**config.mk**
```make
export PLATFORM = sky130hd
export DESIGN_NAME = ins_encoder
export DESIGN_NICKNAME = d
export VERILOG_FILES = /design/src/rtl/ins_pkg.sv /design/src/rtl/ins_fifo.sv /design/src/rtl/ins_encoder.sv
export SDC_FILE = /design/constraint.sdc
export NUM_CORES = 1
export LEC_CHECK = 0
export CAP_MARGIN = 5
export CORE_ASPECT_RATIO = 0.8
export CORE_MARGIN = 3
export CORE_UTILIZATION = 53
export CTS_BUF_LIST = sky130_fd_sc_hd__clkbuf_2 sky130_fd_sc_hd__clkbuf_4 sky130_fd_sc_hd__clkbuf_8
export DETAILED_ROUTE_END_ITERATION = 6
export MAX_ROUTING_LAYER = met4
export PLACE_DENSITY = 0.82
export SLEW_MARGIN = 20
export SYNTH_ARGS = -nofsm -noshare
export SYNTH_HDL_FRONTEND = slang
export SYNTH_SLANG_ARGS = --single-unit
```
**constraint.sdc**
```tcl
create_clock -name clk -period 5.2 [get_ports clk]
set_input_delay 1.04 -clock clk [delete_from_list [all_inputs] [get_ports clk]]
set_output_delay 1.04 -clock clk [all_outputs]
set_load 0.1 [all_outputs]
```
**src/rtl/ins_pkg.sv**
```systemverilog
// Shared RV32I encoder definitions: format selector codes, common opcodes and a legality helper.
package ins_pkg;

  localparam logic [2:0] FMT_R  = 3'd0;
  localparam logic [2:0] FMT_I  = 3'd1;
  localparam logic [2:0] FMT_S  = 3'd2;
  localparam logic [2:0] FMT_SB = 3'd3;
  localparam logic [2:0] FMT_U  = 3'd4;
  localparam logic [2:0] FMT_UJ = 3'd5;

  localparam logic [6:0] OP_REG    = 7'h33;
  localparam logic [6:0] OP_IMM    = 7'h13;
  localparam logic [6:0] OP_STORE  = 7'h23;
  localparam logic [6:0] OP_BRANCH = 7'h63;
  localparam logic [6:0] OP_LUI    = 7'h37;
  localparam logic [6:0] OP_JAL    = 7'h6F;

  function automatic logic fmt_legal(input logic [2:0] f);
    return (f <= FMT_UJ);
  endfunction

endpackage

```
**src/rtl/ins_fifo.sv**
```systemverilog
// Synchronous DEPTH-entry FIFO with occupancy count; head visible one cycle after a push into an empty FIFO.
// Pushes while full and pops while empty are ignored; head data reads as zero when empty.
module ins_fifo #(
  parameter int DEPTH = 2,
  parameter int WIDTH = 64
) (
  input  logic                     clk,
  input  logic                     rst,
  input  logic                     push,
  input  logic [WIDTH-1:0]         push_dat,
  input  logic                     pop,
  output logic [WIDTH-1:0]         head_dat,
  output logic                     head_vld,
  output logic [$clog2(DEPTH):0]   count,
  output logic                     full
);

  localparam int AW = $clog2(DEPTH);
  localparam int CW = AW + 1;

  logic [WIDTH-1:0] mem [DEPTH];
  logic [AW-1:0]    wr_ptr;
  logic [AW-1:0]    rd_ptr;
  logic             do_push;
  logic             do_pop;

  assign full     = (count == CW'(DEPTH));
  assign head_vld = (count != '0);
  assign do_push  = push && !full;
  assign do_pop   = pop && head_vld;

  // Storage is not reset; the head is masked while empty instead.
  assign head_dat = head_vld ? mem[rd_ptr] : '0;

  always_ff @(posedge clk) begin
    if (do_push) begin
      mem[wr_ptr] <= push_dat;
    end
  end

  // Pointer width equals log2(DEPTH), so increments wrap modulo DEPTH for free.
  always_ff @(posedge clk or posedge rst) begin
    if (rst) begin
      wr_ptr <= '0;
      rd_ptr <= '0;
      count  <= '0;
    end else begin
      if (do_push) wr_ptr <= wr_ptr + 1'b1;
      if (do_pop)  rd_ptr <= rd_ptr + 1'b1;
      case ({do_push, do_pop})
        2'b10:   count <= count + 1'b1;
        2'b01:   count <= count - 1'b1;
        default: count <= count;
      endcase
    end
  end

endmodule

```
**src/rtl/ins_encoder.sv**
```systemverilog
// RV32I field packer feeding an address-tagged output FIFO; one cycle to head, in_ready low only when full.
// Optional immediate range checking is enabled with INS_ENCODER_RANGE_CHECK_EN.
module ins_encoder
  import ins_pkg::*;
#(
  parameter int                DEPTH     = 2,
  parameter int                ADDR_W    = 32,
  parameter logic [ADDR_W-1:0] BASE_ADDR = '0
) (
  input  logic                   clk,
  input  logic                   reset,
  input  logic                   in_valid,
  output logic                   in_ready,
  input  logic [2:0]             fmt,
  input  logic [6:0]             opcode,
  input  logic [4:0]             rd,
  input  logic [2:0]             funct3,
  input  logic [4:0]             rs1,
  input  logic [4:0]             rs2,
  input  logic [6:0]             funct7,
  input  logic [31:0]            imm,
  output logic                   out_valid,
  input  logic                   out_ready,
  output logic [31:0]            instruction,
  output logic [ADDR_W-1:0]      addr,
  output logic [$clog2(DEPTH):0] count,
  output logic                   err_illegal,
  output logic                   err_range
);

  logic              accept;
  logic              legal;
  logic              push;
  logic              pop;
  logic              full;
  logic [31:0]       word;
  logic [ADDR_W-1:0] next_addr;
  logic [31+ADDR_W:0] head_dat;

  assign in_ready = !full;
  assign accept   = in_valid && in_ready;
  assign legal    = fmt_legal(fmt);
  assign push     = accept && legal;
  assign pop      = out_valid && out_ready;

  always_comb begin
    word = '0;
    case (fmt)
      FMT_R:   word = {funct7, rs2, rs1, funct3, rd, opcode};
      FMT_I:   word = {imm[11:0], rs1, funct3, rd, opcode};
      FMT_S:   word = {imm[11:5], rs2, rs1, funct3, imm[4:0], opcode};
      FMT_SB:  word = {imm[12], imm[10:5], rs2, rs1, funct3, imm[4:1], imm[11], opcode};
      FMT_U:   word = {imm[31:12], rd, opcode};
      FMT_UJ:  word = {imm[20], imm[10:1], imm[11], imm[19:12], rd, opcode};
      default: word = '0;
    endcase
  end

  // Only legal words consume an address; illegal bundles are swallowed.
  always_ff @(posedge clk or posedge reset) begin
    if (reset) begin
      next_addr   <= BASE_ADDR;
      err_illegal <= 1'b0;
    end else begin
      err_illegal <= accept && !legal;
      if (push) next_addr <= next_addr + ADDR_W'(4);
    end
  end

`ifdef INS_ENCODER_RANGE_CHECK_EN
  logic signed [31:0] simm;
  logic               range_bad;

  assign simm = $signed(imm);

  always_comb begin
    range_bad = 1'b0;
    case (fmt)
      FMT_I, FMT_S: range_bad = (simm < -32'sd2048) || (simm > 32'sd2047);
      FMT_SB:       range_bad = (simm < -32'sd4096) || (simm > 32'sd4094) || imm[0];
      FMT_UJ:       range_bad = (simm < -32'sd1048576) || (simm > 32'sd1048574) || imm[0];
      FMT_U:        range_bad = (imm[11:0] != 12'd0);
      default:      range_bad = 1'b0;
    endcase
  end

  always_ff @(posedge clk or posedge reset) begin
    if (reset) begin
      err_range <= 1'b0;
    end else begin
      err_range <= push && range_bad;
    end
  end
`else
  assign err_range = 1'b0;
`endif

  ins_fifo #(
    .DEPTH (DEPTH),
    .WIDTH (32 + ADDR_W)
  ) u_fifo (
    .clk      (clk),
    .rst      (reset),
    .push     (push),
    .push_dat ({word, next_addr}),
    .pop      (pop),
    .head_dat (head_dat),
    .head_vld (out_valid),
    .count    (count),
    .full     (full)
  );

  assign instruction = head_dat[31+ADDR_W:ADDR_W];
  assign addr        = head_dat[ADDR_W-1:0];

endmodule

```
# Yosys cells after proc, flatten, opt, wreduce, memory -nomap -nowiden
# Memory sizes are Yosys's and may differ from the RTL's.
# Cells that the tools add are included.
# W data, S select, Z words.
totals:
  ff_bits: 37
  ramBits: 128
  inputBits: 71
  output_inout_bits: 70
  wordCells: 36
  mem_count: 1
mem_list:
  columns: ["name", "depth", "word_bits", "rd", "rd_clocked_by_memory_dff", "wr", "line", "rtl"]
  rows:
  - ["u_fifo.mem", 2, 64, 1, 0, 1, "ins_fifo.sv:21", "logic [WIDTH-1:0] mem [DEPTH];"]
classes:
  n_addsub: 5
  order_cmp: 1
  eq_ne: 8
  n_mux: 5
  reduce_logical: 11
op_table:
  columns: ["cell", "n"]
  rows:
  - ["$pmux W32 S6", 1]
  - ["$mux W64", 1]
  - ["$add A32 B3 Y32 const B", 1]
  - ["$eq A3 B2 Y1 const B", 2]
  - ["$eq A3 B3 Y1 const B", 2]
  - ["$logic_and A1 B1 Y1", 6]
  - ["$eq A2 B2 Y1 const B", 2]
  - ["$pmux W2 S2", 1]
  - ["$reduce_bool A2 Y1", 2]
  - ["$eq A3 B1 Y1 const B", 1]
  - ["$le A3 B3 Y1 const B", 1]
  - ["$logic_not A3 Y1", 1]
  - ["$add A1 B1 Y1 const B", 2]
  - ["$add A2 B1 Y2 const B", 1]
  - ["$eq A2 B1 Y1 const B", 1]
  - ["$logic_not A1 Y1", 2]
  - ["$mux W1", 2]
  - ["$sub A2 B1 Y2 const B", 1]

# Longest topological paths before layout
# Gate-level depths: netlist (run 1).
logic_depth:
  depth_word: 7
  mapped_depth: 8

# Modules after synthesis
# From an unflattened synthesis (run 1), not the netlist that was laid out.
hier_totals:
  hier_cells: 526
  area_unflattened_um2: 7274.5
by_module_without_submodules:
  columns: ["module", "instances", "cells_per_inst", "area_per_inst_um2", "seq_area_each_um2"]
  rows:
  - ["ins_fifo", 1, 290, 5124.9, 3943.8]
  - ["ins_encoder", 1, 236, 2149.6, 775.7]

# Least setup slack after synthesis (run 1)
# OpenSTA, ideal clock, no wires.
synth_path:
  path_type: "register to register"
  from: "register u_fifo.count[0]"
  to: "memory u_fifo.mem[0][10], enable pin"
  setup_time_ps: 482
  arrival_time_ps: 5025
  slack_ps: -307
  stages_incl_launch_ff: 6
  period_less_slack_ps: 5507
  path_cell_list: "dfrtp_1 > nand2b_1 > and3_1 > buf_2 > inv_1 > nor2_1"
synth_via:
  elab_chain_len: 7
synth_rtl:
  columns: ["element", "line", "rtl"]
  rows:
  - ["start: declaration", "ins_fifo.sv:14", "output logic [$clog2(DEPTH):0] count,"]
  - ["start signal: assignment", "ins_fifo.sv:51", "2'b10: count <= count + 1'b1;"]
  - ["start signal: assignment", "ins_fifo.sv:52", "2'b01: count <= count - 1'b1;"]
  - ["start signal: assignment", "ins_fifo.sv:53", "default: count <= count;"]
  - ["$eq A2 B2 Y1 (*)", "ins_fifo.sv:27", "assign full = (count == CW'(DEPTH));"]
  - ["$logic_not A1 Y1 (*)", "ins_encoder.sv:40", "assign in_ready = !full;"]
  - ["named net in_ready", "ins_encoder.sv:13", "output logic in_ready,"]
  - ["$logic_and A1 B1 Y1", "ins_encoder.sv:41", "assign accept = in_valid && in_ready;"]
  - ["$logic_and A1 B1 Y1", "ins_encoder.sv:43", "assign push = accept && legal;"]
  - ["$logic_and A1 B1 Y1 (*)", "ins_fifo.sv:29", "assign do_push = push && !full;"]
  - ["$mux W1 (*)", "ins_fifo.sv:36", "if (do_push) begin"]
  - ["$mux W1 (implied by the code) (*)", "ins_fifo.sv:37", "mem[wr_ptr] <= push_dat;"]
  - ["end: declaration", "ins_fifo.sv:21", null]
# The timed path passes the listed nets; every way through them passes the cells marked *.

# Worst setup path after layout (run 1)
layout_path:
  from: "register u_fifo.rd_ptr"
  to: "output addr[9]"
layout_via:
  elab_chain_len: 2
layout_rtl:
  columns: ["element", "line", "rtl"]
  rows:
  - ["start: declaration", "ins_fifo.sv:23", "logic [AW-1:0] rd_ptr;"]
  - ["start signal: assignment", "ins_fifo.sv:49", "if (do_pop) rd_ptr <= rd_ptr + 1'b1;"]
  - ["$mem_v2 Z2 W64", null, null]
  - ["$mux W64", "ins_fifo.sv:33", "assign head_dat = head_vld ? mem[rd_ptr] : '0;"]
  - ["end: declaration", "ins_encoder.sv:25", "output logic [ADDR_W-1:0] addr,"]
# Every way passes these cells.

==> results of run 1 <==
## path summary, 6_finish.rpt
check | slack, ps | startpoint | to
min | 500 | next_addr[31] | next_addr[31]
max | 990 | u_fifo.rd_ptr | addr[9]
max reg2reg | 2690 | u_fifo.count[0] | u_fifo.mem[1][57]
min reg2reg | 500 | next_addr[31] | next_addr[31]
min in group asynchronous | 1000 | reset | next_addr[23]
max in group asynchronous | 3840 | reset | u_fifo.rd_ptr
## metrics by stage
step	hold WS, ps	cell area (µm²)	instances
after floorplan	454	6860	523
after global placement	482	8390	810
after detailed placement	496	8390	810
after CTS	510	8890	842
after global routing	533	8890	842
final	505	8890	842
## synth_stat cells, drive strengths merged
library cell / n
o22ai: 1
nand2b: 1
ha: 2
nand4: 9
nor3: 2
and4b: 1
and4: 4
xor2: 14
xnor2: 20
a21oi: 9
nor2: 89
buf: 12
nor2b: 2
edfxtp: 124
mux2: 3
a22oi: 5
o21ai: 19
and3: 6
inv: 13
and2: 12
conb: 1
clkbuf: 15
nand3: 13
a22o: 5
dfrtp: 35
nand2: 35
mux2i: 69
## sequential cells by signal, summed over array words and instances, names as in the netlist
signal and flops:
err_illegal 1, u_fifo.mem 124, next_addr 30, u_fifo.wr_ptr 1, u_fifo.count 2, u_fifo.rd_ptr 1
## kinds of logic after synthesis
logic type                 count (synthesis)  share of synthesized area (%)
and+or+nand+nor                          174                           11.6
DFF                                      159                           67.2
muxes                                     72                           10.6
buffers and inverters                     40                           2.54
AOI/OAI and AO/OA                         39                           3.33
xor gates and xnor gates                  34                           4.35
adders and majority gates                  2                          0.365
other                                      1                         0.0548
## area by class of cell
| class | count | area [µm²] |
|---|---|---|
| Timing Repair Buffer | 143 | 1430 |
| Inverter | 13 | 48.8 |
| Tap cell | 171 | 214 |
| Clock buffer | 17 | 234 |
| Sequential cell | 159 | 4600 |
| Clock inverter | 15 | 267 |
| Fill cell | 830 | 3490 |
| Multi-Input combinational cell | 324 | 2100 |
## layer usage
metal | track usage [%] | up-vias | part of all wire, %
met5 | - | - | 0
met4 | 7.64 | 0 | 1.6
met3 | 4.25 | 18 | 4.8
met2 | 35.4 | 123 | 51
met1 | 27.9 | 2128 | 43
li1 | - | 2119 | -
==> flow_summary.toml, run 1 <==
[layout]
final_common_cell = "clkdlybuf4s50_1"
layout.nets = 731
layout_common_cells = "clkdlybuf4s50_1 (137), edfxtp_1 (124), nor2_1 (87)"
fin_util_pct = 71.8
synthToLayoutAreaGrowth_pct = 29.9
n_antenna_cell = 0
layout-drive-gt1-share_pct = 7.30

[synthesis]
synthTopCellsByArea = "edfxtp_1 (54%), dfrtp_1 (13%), mux2i_1 (10%)"
ys_seq_area_share_pct = 67.2
ys_ff_latch = 159
yosysTopAreaCell = "edfxtp_1"
synth_area_per_cell_um2 = 13.1
netlist_area_mm2 = 0.00685
synth_top_area_share_pct = 54.4
ys_types = 31
synth_cells = 521
yosys_warnings = 0

[floorplanning]
row_count = 36
io-pin-count = 141
fp.dieH_um = 108
core_area_mm2 = 0.0124
start_util_pct = 55.3
dieArea_mm2 = 0.0143
die_x_um = 133

[clocking]
clock-sinks = 159
clk_path_buf_depth = 2
cts.htree.levels = 4
cts_tree = "built"
numCtsBuffers = 17
root_buffer = "clkbuf_8"
postCtsHoldBufs = 0
cts_resized = 0
post_cts_buffers = 0
clkLatencyLatePin_ps = 440
path_clk_slew_ps = 80

[routing]
routedWlPerCell_um = 17.1
drc_errors = 0
viasPerCell = 5.21
detailroute.via_count = 4388
wl_mm = 14.4
first_iter_violations = 309
first_pass_iters = 5
ant_nets = 0

[setup_path]
startpoint_type = "flip-flop"
path_class = "reg2out"
critPathMaxFanout = 63
crit_family = "flip-flops"
crit_chain = "mux2i_1 -> nor2_1 -> clkdlybuf4s50_1"
cpMaxStageDelayCell = "dfrtp_4"
cp_slowest_stage_delay_ps = 1150
endpoint_kind = "output pin"
path_depth = 3
crit_buf_inv = 1
rr_worst_depth = 4
worstPathArrival_ps = 3170
worstPathRequired_ps = 4160

[grt]
grt_max_degree = 64
overflow = 0
antenna_found_initial = 0
track_usage_pct = 21.8
grt_pass1_vias = 4506
grt_pass1_wl_mm = 23.4

[timing]
finalCriticalPeriod_ps = 4210
slew_headroom_pct = 27.7
finalHoldViolations = 0
setup_viol = 0
report.final.slew_viol_count = 0
fmax_ghz = 0.238
setup_tns_ps = 0
fin_ws_ps = 990
timing.final.crit_share_pct = 81.0
worst_pin_slew_ps = 1080
grt_setup_unrepaired = "no"
fin_skew_ps = 11.4

[min_path]
whs_path_depth = 1
hp-class = "reg2reg"

[job]
max-cap-violations = 0

[placed_design]
io_buffers = 137
routabilityCongestion = 0.788
dp_hpwl_mm = 9.97
place_ws_ps = 1250

[outcome]
run_status = "completed"
Power of run 1 is not shown: default switching activity piles up to over one toggle a cycle in this logic, so the estimate is an artifact.
==> run 2: changes to the inputs <==
Clock period 5.2 ns to 3.95 ns, I/O delays scaled along.
==> run 2 against run 1 <==
Effect of this change:
- critical path depth shrank 1
- via count grew 2.6%
- hold slack lost 7.5 ps
- count of clock-buffer cells in the layout is 2 higher
- core utilization shrank 1.9 points
- setup slack lost 190 ps
- register-to-register slack got worse by 890 ps
- first-iteration DRC count grew 4.2%
- routed wire length rose by 4.0%
- sequential share of layout area up 1.4 points
==> flow_summary.toml, run 2 (same netlist as run 1, synthesis figures left out) <==
[clocking]
clkLatencyLatePin_ps = 440
cts_tree = "built"
clock-sinks = 159
numCtsBuffers = 17
post_cts_buffers = 0
cts_resized = 0
path_clk_slew_ps = 80
clk_path_buf_depth = 2
postCtsHoldBufs = 0
root_buffer = "clkbuf_8"
cts.htree.levels = 4

[timing]
finalHoldViolations = 0
fmax_ghz = 0.318
setup_viol = 0
fin_skew_ps = 11.5
finalCriticalPeriod_ps = 3150
setup_tns_ps = 0
timing.final.crit_share_pct = 79.7
grt_setup_unrepaired = "no"
report.final.slew_viol_count = 0
fin_hold_ws_ps = 497
fin_ws_ps = 802
slew_headroom_pct = 31.2
worst_pin_slew_ps = 1030

[layout]
reg_top3 = "u_fifo.mem: 124 flops, next_addr: 30 flops, u_fifo.count: 2 flops"
largest_reg_flops = 124
largest_register = "u_fifo.mem"
num-fill-cells = 864
layout-drive-gt1-share_pct = 17.0
synthToLayoutAreaGrowth_pct = 26.4
layout_common_cells = "edfxtp_1 (124), nor2_1 (87), clkdlybuf4s50_1 (75)"
ff_latch_area_mm2 = 0.00460
final_common_cell = "edfxtp_1"
n_antenna_cell = 0
layout.nets = 735
fin_util_pct = 69.9
multiInputGateArea_mm2 = 0.00210

[grt]
overflow = 0
antenna_found_initial = 0
grt_pass1_vias = 4462
grt_max_degree = 63
track_usage_pct = 22.1
grt_pass1_wl_mm = 23.6

[routing]
first_pass_iters = 5
ant_nets = 0
detailroute.via_count = 4504
wl_mm = 15.0
routedWlPerCell_um = 17.7
viasPerCell = 5.32
first_iter_violations = 322
drc_errors = 0

[placed_design]
routabilityCongestion = 0.901
io_buffers = 137
place_ws_ps = 844
dp_hpwl_mm = 10.3

[setup_path]
worstPathArrival_ps = 2360
critPathMaxFanout = 5
worstPathRequired_ps = 3160
path_class = "reg2out"
startpoint_type = "flip-flop"
endpoint_kind = "output pin"

[floorplanning]
start_util_pct = 55.3
io-pin-count = 141
fp.dieH_um = 108
dieArea_mm2 = 0.0143
die_x_um = 133
core_area_mm2 = 0.0124
row_count = 36

[outcome]
run_status = "completed"

[job]
max-cap-violations = 0

[min_path]
hp-class = "reg2reg"
-- run 2: cell types whose count changed in the layout (fill, tap and decap cells not counted), sizes merged --
cell / previous run / this run
clkinvlp: 4 / 6
clkinv: 4 / 3
inv: 13 / 15
clkdlybuf4s50: 137 / 75
buf: 6 / 72
clkbuf: 17 / 19
bufinv: 7 / 2
-- run 2: worst paths after layout --
path	startpoint	endpoint	slack (ps)	cells after the start
setup / recovery	u_fifo.count[0]	in_ready	800	2
hold / removal	next_addr[31]	next_addr[31]	500	1
setup reg to reg	u_fifo.count[0]	u_fifo.mem[0][23]	1800	5
hold reg to reg	next_addr[31]	next_addr[31]	500	1
max in group asynchronous	reset	next_addr[6]	2460	3
min in group asynchronous	reset	next_addr[26]	750	2
-- run 2: layout make-up --
class / instances / area share, %
Sequential cell: 159 / 53.2
Clock inverter: 13 / 1.62
Clock buffer: 19 / 2.88
Tap cell: 171 / 2.47
Inverter: 13 / 0.564
Multi-Input combinational cell: 324 / 24.2
Timing Repair Buffer: 147 / 15.1
-- run 2: critical path, cell delays in order, from the launching register on --
cell             delay, ps
dfrtp_1                490
nand2b_1               260
clkdlybuf4s50_1       1170
-- run 2: stage by stage --
| step | instances | area (µm²) |
|---|---|---|
| after CTS | 846 | 8660 |
| after floorplan | 523 | 6860 |
| after global routing | 846 | 8660 |
| after detailed placement | 814 | 8270 |
| final | 846 | 8660 |
| after global placement | 814 | 8270 |
-- run 2: per-layer routing --
metal / wire length, µm / global-route usage [%] / share of wire, % / up-vias
li1: - / - / - / 2131
met1: 6440 / 28.5 / 43 / 2207
met2: 7540 / 35.7 / 50 / 140
met3: 740 / 4.07 / 4.9 / 26
met4: 286 / 8.31 / 1.9 / 0
met5: 0 / - / 0 / -
Power of run 2 is left out for the same reason.
==> run 3: changes to the inputs <==
Settings changed: CORE_UTILIZATION 53 to 48, PLACE_DENSITY 0.82 to 0.79.
Clock period 3.95 ns to 2.55 ns, I/O delays scaled along.
==> run 3 against run 2 <==
Effect of this change:
- non-clock buffer count is 4 higher
- critical path depth is 2 higher
- die area grew 9.9%
- global-route usage decreased by 1.9 points
- highest routed layer unchanged
==> flow_summary.toml, run 3 (same netlist as run 1, synthesis figures left out) <==
[clocking]
cts.htree.levels = 4
post_cts_buffers = 0
numCtsBuffers = 17
clk_path_buf_depth = 2
path_clk_slew_ps = 80
root_buffer = "clkbuf_8"
postCtsHoldBufs = 0
clock-sinks = 159
cts_tree = "built"
cts_resized = 1
clkLatencyLatePin_ps = 440

[routing]
first_iter_violations = 269
ant_nets = 0
detailroute.via_count = 4533
wl_mm = 15.1
viasPerCell = 5.28
drc_errors = 0
routedWlPerCell_um = 17.6
first_pass_iters = 4

[timing]
setup_tns_ps = 0
slew_headroom_pct = 47.6
setup_viol = 0
timing.final.crit_share_pct = 95.5
grt_setup_unrepaired = "no"
fmax_ghz = 0.410
finalCriticalPeriod_ps = 2440
fin_skew_ps = 9.28
report.final.slew_viol_count = 0
finalHoldViolations = 0
worst_pin_slew_ps = 784

[placed_design]
io_buffers = 137
dp_hpwl_mm = 10.9
routabilityCongestion = 0.937

[floorplanning]
fp.dieH_um = 113
core_area_mm2 = 0.0137
start_util_pct = 49.8
dieArea_mm2 = 0.0157
row_count = 38
die_x_um = 140
io-pin-count = 141

[job]
max-cap-violations = 0

[grt]
overflow = 0
grt_pass1_vias = 4711
antenna_found_initial = 0
grt_pass1_wl_mm = 24.3
grt_max_degree = 40
track_usage_pct = 20.2

[setup_path]
crit_chain = "buf_4 -> mux2i_1 -> nor2_4 -> buf_12"
critPathMaxFanout = 16
worstPathRequired_ps = 2040
cpMaxStageDelayCell = "dfrtp_4"
cp_slowest_stage_delay_ps = 620
path_class = "reg2out"
crit_buf_inv = 2
worstPathArrival_ps = 1930
startpoint_type = "flip-flop"
endpoint_kind = "output pin"
crit_family = "flip-flops"

[layout]
num-fill-cells = 872
layout_common_cells = "edfxtp_1 (124), clkdlybuf4s50_1 (70), mux2i_1 (69)"
layout-drive-gt1-share_pct = 28.0
final_common_cell = "edfxtp_1"
largest_register = "u_fifo.mem"
synthToLayoutAreaGrowth_pct = 43.4
largest_reg_flops = 124
reg_top3 = "u_fifo.mem: 124 flops, next_addr: 30 flops, u_fifo.count: 2 flops"
layout.nets = 739
n_antenna_cell = 0

[min_path]
hp-class = "in2async"

[outcome]
run_status = "completed"
==> run 3: path summary, 6_finish.rpt <==
kind                                  from               to  slack (ps)  cells past startpoint
max reg2reg                u_fifo.count[0]  u_fifo.count[1]         520                      7
max                          u_fifo.rd_ptr  instruction[23]         110                      4
max in group asynchronous            reset  u_fifo.count[0]        1700                      3
min in group clk             next_addr[31]    next_addr[31]         520                      1
min reg2reg                  next_addr[31]    next_addr[31]         520                      1
min                                  reset      err_illegal         470                      3
==> run 3: metrics by stage <==
| step | instance area, µm² | utilization, % | instances | hold slack, ps | setup slack [ps] |
|---|---|---|---|---|---|
| global placement | 9430 | 68.6 | 827 | 478 | 312 |
| finish | 9820 | 71.4 | 859 | 474 | 114 |
| detailed placement | 9430 | 68.6 | 827 | 510 | 233 |
| global route | 9820 | 71.4 | 859 | 506 | 15.8 |
| floorplan | 7170 | - | 523 | 454 | -214 |
| CTS | 9820 | 71.4 | 859 | 475 | 73.9 |
==> run 3: cell type report <==
cell class,count,area [µm²],share of cell area (%)
sequential,159,4610,46.9
clock buffer,17,234,2.38
inverter,13,53.8,0.548
tap,180,225,2.29
multi-input combinational,324,2390,24.3
timing repair buffer,151,2160,22.0
clock inverter,15,146,1.49
==> run 3: worst min-delay path, delay by kind of cell <==
family                 cells  cell delay, ps
buffers and inverters      3             840
==> run 3: metal layers <==
metal / GRT usage, % / wire (µm)
met1: 26.0 / 6470
met2: 32.4 / 7540
met3: 3.63 / 730
met4: 8.33 / 348
met5: - / 0
Power of run 3 is left out for the same reason.
